[config.mk]
export PLATFORM = sky130hd
export DESIGN_NAME = div_unit
export DESIGN_NICKNAME = d
export VERILOG_FILES = /design/src/rtl/div_unit.sv
export SDC_FILE = /design/constraint.sdc
export NUM_CORES = 1
export LEC_CHECK = 0
export ABC_AREA = 1
export BUFFER_PORTS_ARGS = -buffer_cell sky130_fd_sc_hd__buf_2
export CAP_MARGIN = 0
export CORE_UTILIZATION = 25
export CTS_CLUSTER_SIZE = 14
export DETAILED_ROUTE_END_ITERATION = 8
export PLACE_DENSITY_LB_ADDON = 0.3
export SETUP_SLACK_MARGIN = 0.1
export SKIP_CTS_REPAIR_TIMING = 1
export SYNTH_ARGS = -nofsm -noshare
export SYNTH_HDL_FRONTEND = slang
export SYNTH_SLANG_ARGS = --single-unit
export TNS_END_PERCENT = 50
[constraint.sdc]
create_clock -name clk -period 7.6 [get_ports clk]
set_input_delay 0.38 -clock clk [delete_from_list [all_inputs] [get_ports clk]]
set_output_delay 0.38 -clock clk [all_outputs]
set_load 0.02 [all_outputs]
[src/rtl/div_unit.sv]
// div_unit: iterative 32-bit restoring divider (MIPS DIV/DIVU) feeding the HI/LO register file.
// Optional DIV_ZERO_FAST_EN: a divisor-zero launch bypasses the iteration loop.
module div_unit (
    input  logic        clk,
    input  logic        rst,
    input  logic        start_i,
    input  logic        signed_i,
    input  logic [31:0] opdata1_i,
    input  logic [31:0] opdata2_i,
    input  logic        cancel_i,
    output logic        ready_o,
    output logic        result_valid_o,
    output logic [31:0] hi_o,
    output logic [31:0] lo_o
);

    typedef enum logic [1:0] {
        IDLE = 2'd0,
        DIV  = 2'd1,
        DONE = 2'd2
    } state_t;

    state_t      state;
    state_t      state_next;
    logic [5:0]  cnt;
    logic [32:0] rem;
    logic [31:0] quo;
    logic [31:0] dvsr;
    logic        quo_sign;
    logic        rem_sign;

    logic        neg1;
    logic        neg2;
    logic [31:0] mag1;
    logic [31:0] mag2;
    logic        launch;
    logic        iterate;
    logic        last_iter;
    logic [33:0] shifted;
    logic [33:0] trial;
    logic [32:0] rem_next;
    logic [31:0] quo_next;
    logic [31:0] quo_fix;
    logic [31:0] rem_fix;
`ifdef DIV_ZERO_FAST_EN
    logic        div_zero;
`endif

    // Operand magnitudes and control qualifiers
    always_comb begin
        neg1      = signed_i & opdata1_i[31];
        neg2      = signed_i & opdata2_i[31];
        mag1      = neg1 ? (~opdata1_i + 32'd1) : opdata1_i;
        mag2      = neg2 ? (~opdata2_i + 32'd1) : opdata2_i;
        launch    = (state == IDLE) && start_i && !cancel_i;
        iterate   = (state == DIV) && !cancel_i;
        last_iter = iterate && (cnt == 6'd31);
`ifdef DIV_ZERO_FAST_EN
        div_zero  = (opdata2_i == '0);
`endif
    end

    // One restoring step; the final step's result is sign-corrected and registered
    // straight onto hi/lo so it is visible in the DONE cycle.
    always_comb begin
        shifted = {rem, quo[31]};
        trial   = shifted - {2'b00, dvsr};
        if (!trial[33]) begin
            rem_next = trial[32:0];
            quo_next = {quo[30:0], 1'b1};
        end else begin
            rem_next = shifted[32:0];
            quo_next = {quo[30:0], 1'b0};
        end
        quo_fix = quo_sign ? (~quo_next + 32'd1) : quo_next;
        rem_fix = rem_sign ? (~rem_next[31:0] + 32'd1) : rem_next[31:0];
    end

    always_ff @(posedge clk or posedge rst) begin
        if (rst) begin
            state <= IDLE;
        end else begin
            state <= state_next;
        end
    end

    always_comb begin
        state_next = state;
        case (state)
            IDLE: begin
                if (start_i) begin
`ifdef DIV_ZERO_FAST_EN
                    state_next = div_zero ? DONE : DIV;
`else
                    state_next = DIV;
`endif
                end
            end
            DIV: begin
                if (cnt == 6'd31) begin
                    state_next = DONE;
                end
            end
            DONE:    state_next = IDLE;
            default: state_next = IDLE;
        endcase
        if (cancel_i) begin
            state_next = IDLE;
        end
    end

    always_ff @(posedge clk or posedge rst) begin
        if (rst) begin
            cnt      <= '0;
            rem      <= '0;
            quo      <= '0;
            dvsr     <= '0;
            quo_sign <= 1'b0;
            rem_sign <= 1'b0;
            hi_o     <= '0;
            lo_o     <= '0;
        end else if (launch) begin
            cnt      <= '0;
            rem      <= '0;
            quo      <= mag1;
            dvsr     <= mag2;
            quo_sign <= neg1 ^ neg2;
            rem_sign <= neg1;
`ifdef DIV_ZERO_FAST_EN
            if (div_zero) begin
                hi_o <= opdata1_i;
                lo_o <= '1;
            end
`endif
        end else if (iterate) begin
            cnt <= cnt + 6'd1;
            rem <= rem_next;
            quo <= quo_next;
            if (last_iter) begin
                hi_o <= rem_fix;
                lo_o <= quo_fix;
            end
        end
    end

    assign ready_o        = (state == IDLE);
    assign result_valid_o = (state == DONE);

endmodule

==> summary.txt <==
Status
  – Outcome: completed

Pwr
  – Max VDD drop: around 0.00022 V
  – Static Leak: 7.67 nW
  – Cell Int Power: approximately 2.7 mW
  – Total Power: 6.04 mW
  – Clock power frac: 0.149
  – Switching share of power: 0.550
  – Reg power frac: 0.207
  – Pwr/cell area: approximately 410 nW/um2
  – Power share of the combinational group: 0.644
  – P_sw: 3.32 mW

Flow run
  – Maximum Capacitance Violations: 0

Placement
  – Post-Place Cell Area: 14,200 um2
  – Detailed placer's ending HPWL: about 34,000 um
  – RD Place Congestion: about 0.91
  – PortBufs: approximately 130

Setup path
  – WP data arrival: 5180 ps
  – Worst EP required: 8000 ps
  – Crit. End Element: flop
  – Critical path class: reg -> reg
  – Startpoint types: flop
  – CP Launch Point: rem[24]
  – Crit-path max FO: 32
  – Reg2reg start: rem[24]

Routing
  – DR WL/cell: roughly 16 um
  – Routed vias/inst: 4.66
  – Vias: 12,800
  – Final ANT Viol Nets: 0
  – Final WL: 43,300 um
  – DRC violations left: 0
  – TritonRoute pass-1 iters: 5
  – Initial DRC Count: approximately 960

Synth
  – Unique masters post-synth: just under 50
  – Most common cell in the netlist: nand2_1
  – Post-Syn Instances: 1,963
  – Post-synth top cells: nand2_1 (611), inv_1 (247), nand3_1 (190)
  – Top cells by area, synth: dfrtp_1 (33%), nand2_1 (18%), nand3_1 (7.3%)
  – Post-synthesis sequential area ratio: 0.330
  – Number of synthesized flops with an enable pin: 0
  – Synth Flop Type: dfrtp_1
  – Post-synthesis average cell area: around 6.6 um2
  – Yosys warning count: 0
  – Yosys reg bits: ~170
  – Synthesized Nets: 2,070
  – Synth area leader: dfrtp_1
  – Yosys top cell area share: 0.330
  – Fraction of registers with async set/reset: 1.00
  – Mapped Area: approximately 13,000 um2

Global routing
  – Vias in the first global route: roughly 12,000
  – Largest net degree at the start of global routing: 103
  – First-pass GRT wire length: roughly 69,000 um
  – Gr usage total: 0.165
  – Initial antenna violation count: 4
  – GRT overflow: 0

Floorplan
  – Core Area: a little over 50,000 um2
  – Die area: 52,800 um2
  – Starting Density: 0.253
  – Chip width: 230 um
  – Top Ports: roughly 140
  – Die height: roughly 230 um
  – Row count: 83

Timing
  – Period minus WS final: 4790 ps
  – RSZ-0062 raised after global routing: false
  – Slew Viols, Final: 0
  – Worst Skew: 15.1 ps
  – Fin. Hold Viols: 0
  – Final hold slack: 58.8 ps
  – Setup TNS Final: 0 ps
  – Max transition margin: 0.263
  – FMAX: roughly 210 MHz
  – # setup viols final: 0
  – Period utilisation layout: 0.630
  – Slew @ Worst Pin: approximately 1100 ps

Cells and area
  – P&R area growth vs syn: 14.3%
  – Fin nets: 2,166
  – Post-Layout Inst Area: around 15,000 um2
  – End-of-flow core utilization: 0.289
  – Fillcell total: around 5,700
  – Share of layout cells above drive strength 1: 0.111

Clock network
  – CTS tree: yes
  – CTS clk-pin slew, worst paths: ~80 ps
  – TritonCTS buffer count: 17
  – Clock Tree Root: clkbuf_16
  – Clock latency on the worst-skew pair: ~460 ps
  – Number of clock sinks: 171
  – H-tree depth: 4
  – Maximum root-to-sink buffer count: 2

Hold path
  – Class of the tightest hold or removal check: in -> async
## worst paths after layout
path / to / cells past startpoint / slack (ps)
worst max-delay path: lo_o[30] / 25 / 2810
worst min-delay path: lo_o[4] / 2 / 60
worst max register to register: lo_o[30] / 25 / 2810
worst min register to register: lo_o[28] / 2 / 470
max in group asynchronous: quo[25] / 3 / 6350
min in group clk: quo[2] / 3 / 250
## flip-flops by register name, indices dropped and copies added, names as in the netlist
name      count
dvsr         32
hi_o         32
rem          33
cnt           6
lo_o         32
quo_sign      1
rem_sign      1
state         2
quo          32
## power by group through the flow
| stage | Combinational (mW) | Clock (mW) | Sequential [mW] |
|---|---|---|---|
| final | 3.89 | 0.900 | 1.25 |
| after global routing | 4.39 | 0.953 | 1.28 |
| after CTS | 3.85 | 0.919 | 1.25 |
| after detailed placement | 3.83 | 0 | 1.27 |
| after global placement | 3.82 | 0 | 1.26 |
| after floorplan | 2.96 | 0 | 1.19 |
## area by class of cell
type	count	area, um2	share of cell area
antenna	2	5.00	0.000338
clock buffer	19	433	0.0292
clock inverter	12	140	0.00946
inverter	252	951	0.0642
multi-input combinational	1473	7410	0.500
sequential	171	4280	0.289
tap	680	851	0.0574
timing repair buffer	144	746	0.0503
## cell usage in the layout (no fill, tap or decap), types with 10 or more instances in the layout
master / synthesis / final
o21ai_0: 112 / 112
nor3_1: 24 / 24
nand3b_1: 12 / 12
buf_4: 6 / 10
nor2_1: 185 / 184
a21oi_1: 48 / 48
ha_1: 37 / 37
clkbuf_16: 0 / 17
o31ai_1: 10 / 10
o221ai_1: 25 / 25
nand3_1: 190 / 189
inv_1: 247 / 245
nand2_1: 611 / 610
nand2_2: 18 / 19
o22ai_1: 32 / 32
xor2_1: 59 / 59
xnor2_1: 12 / 12
o21bai_1: 14 / 14
nand4_1: 21 / 21
buf_2: 4 / 134
dfrtp_1: 171 / 171
## stage by stage
step           setup WS, ps  instances
6_report               2810       2753
5_1_grt                2260       2753
4_1_cts                2760       2751
3_5_place_dp           2770       2720
3_3_place_gp           2860       2720
2_1_floorplan          2590       1963
## cells by family (layout without fill, tap and decap cells)
group           count (synthesis)  after routing  share of synthesized area
simple gates                 1099           1099                      0.364
other cells                     0              2                          0
flops                         171            171                      0.330
xor+xnor                       71             71                     0.0480
fa+ha+maj                      38             38                     0.0373
buf+inv                       319            427                     0.0989
compound gates                265            265                      0.122
## worst max-delay path: stages (launching register included)
cell,delay [ps]
dfrtp_1,440
ha_1,420
nand2_1,150
nor2_1,80
nand2_1,120
inv_1,80
a21oi_4,250
nand3_2,400
nand2_4,490
ha_1,230
inv_1,50
nor3_1,190
nand3_1,130
nor3_1,210
nand2_1,120
nor3_2,190
nand4_1,140
nor2_1,140
nand2_1,70
nand2_1,140
nand3_1,150
nor2_1,180
o21ai_0,110
nand2_1,80
nand3_1,60
nand2_1,70
## routing by layer
layer  part of all wire  global-route usage  vias up
met5            0.00065                   0        -
met4              0.018              0.0428        4
met3              0.050              0.0279       44
met2               0.41               0.239      335
met1               0.52               0.250     5910
li1                   -                   -     6536
(Power assumes the default switching activity.)
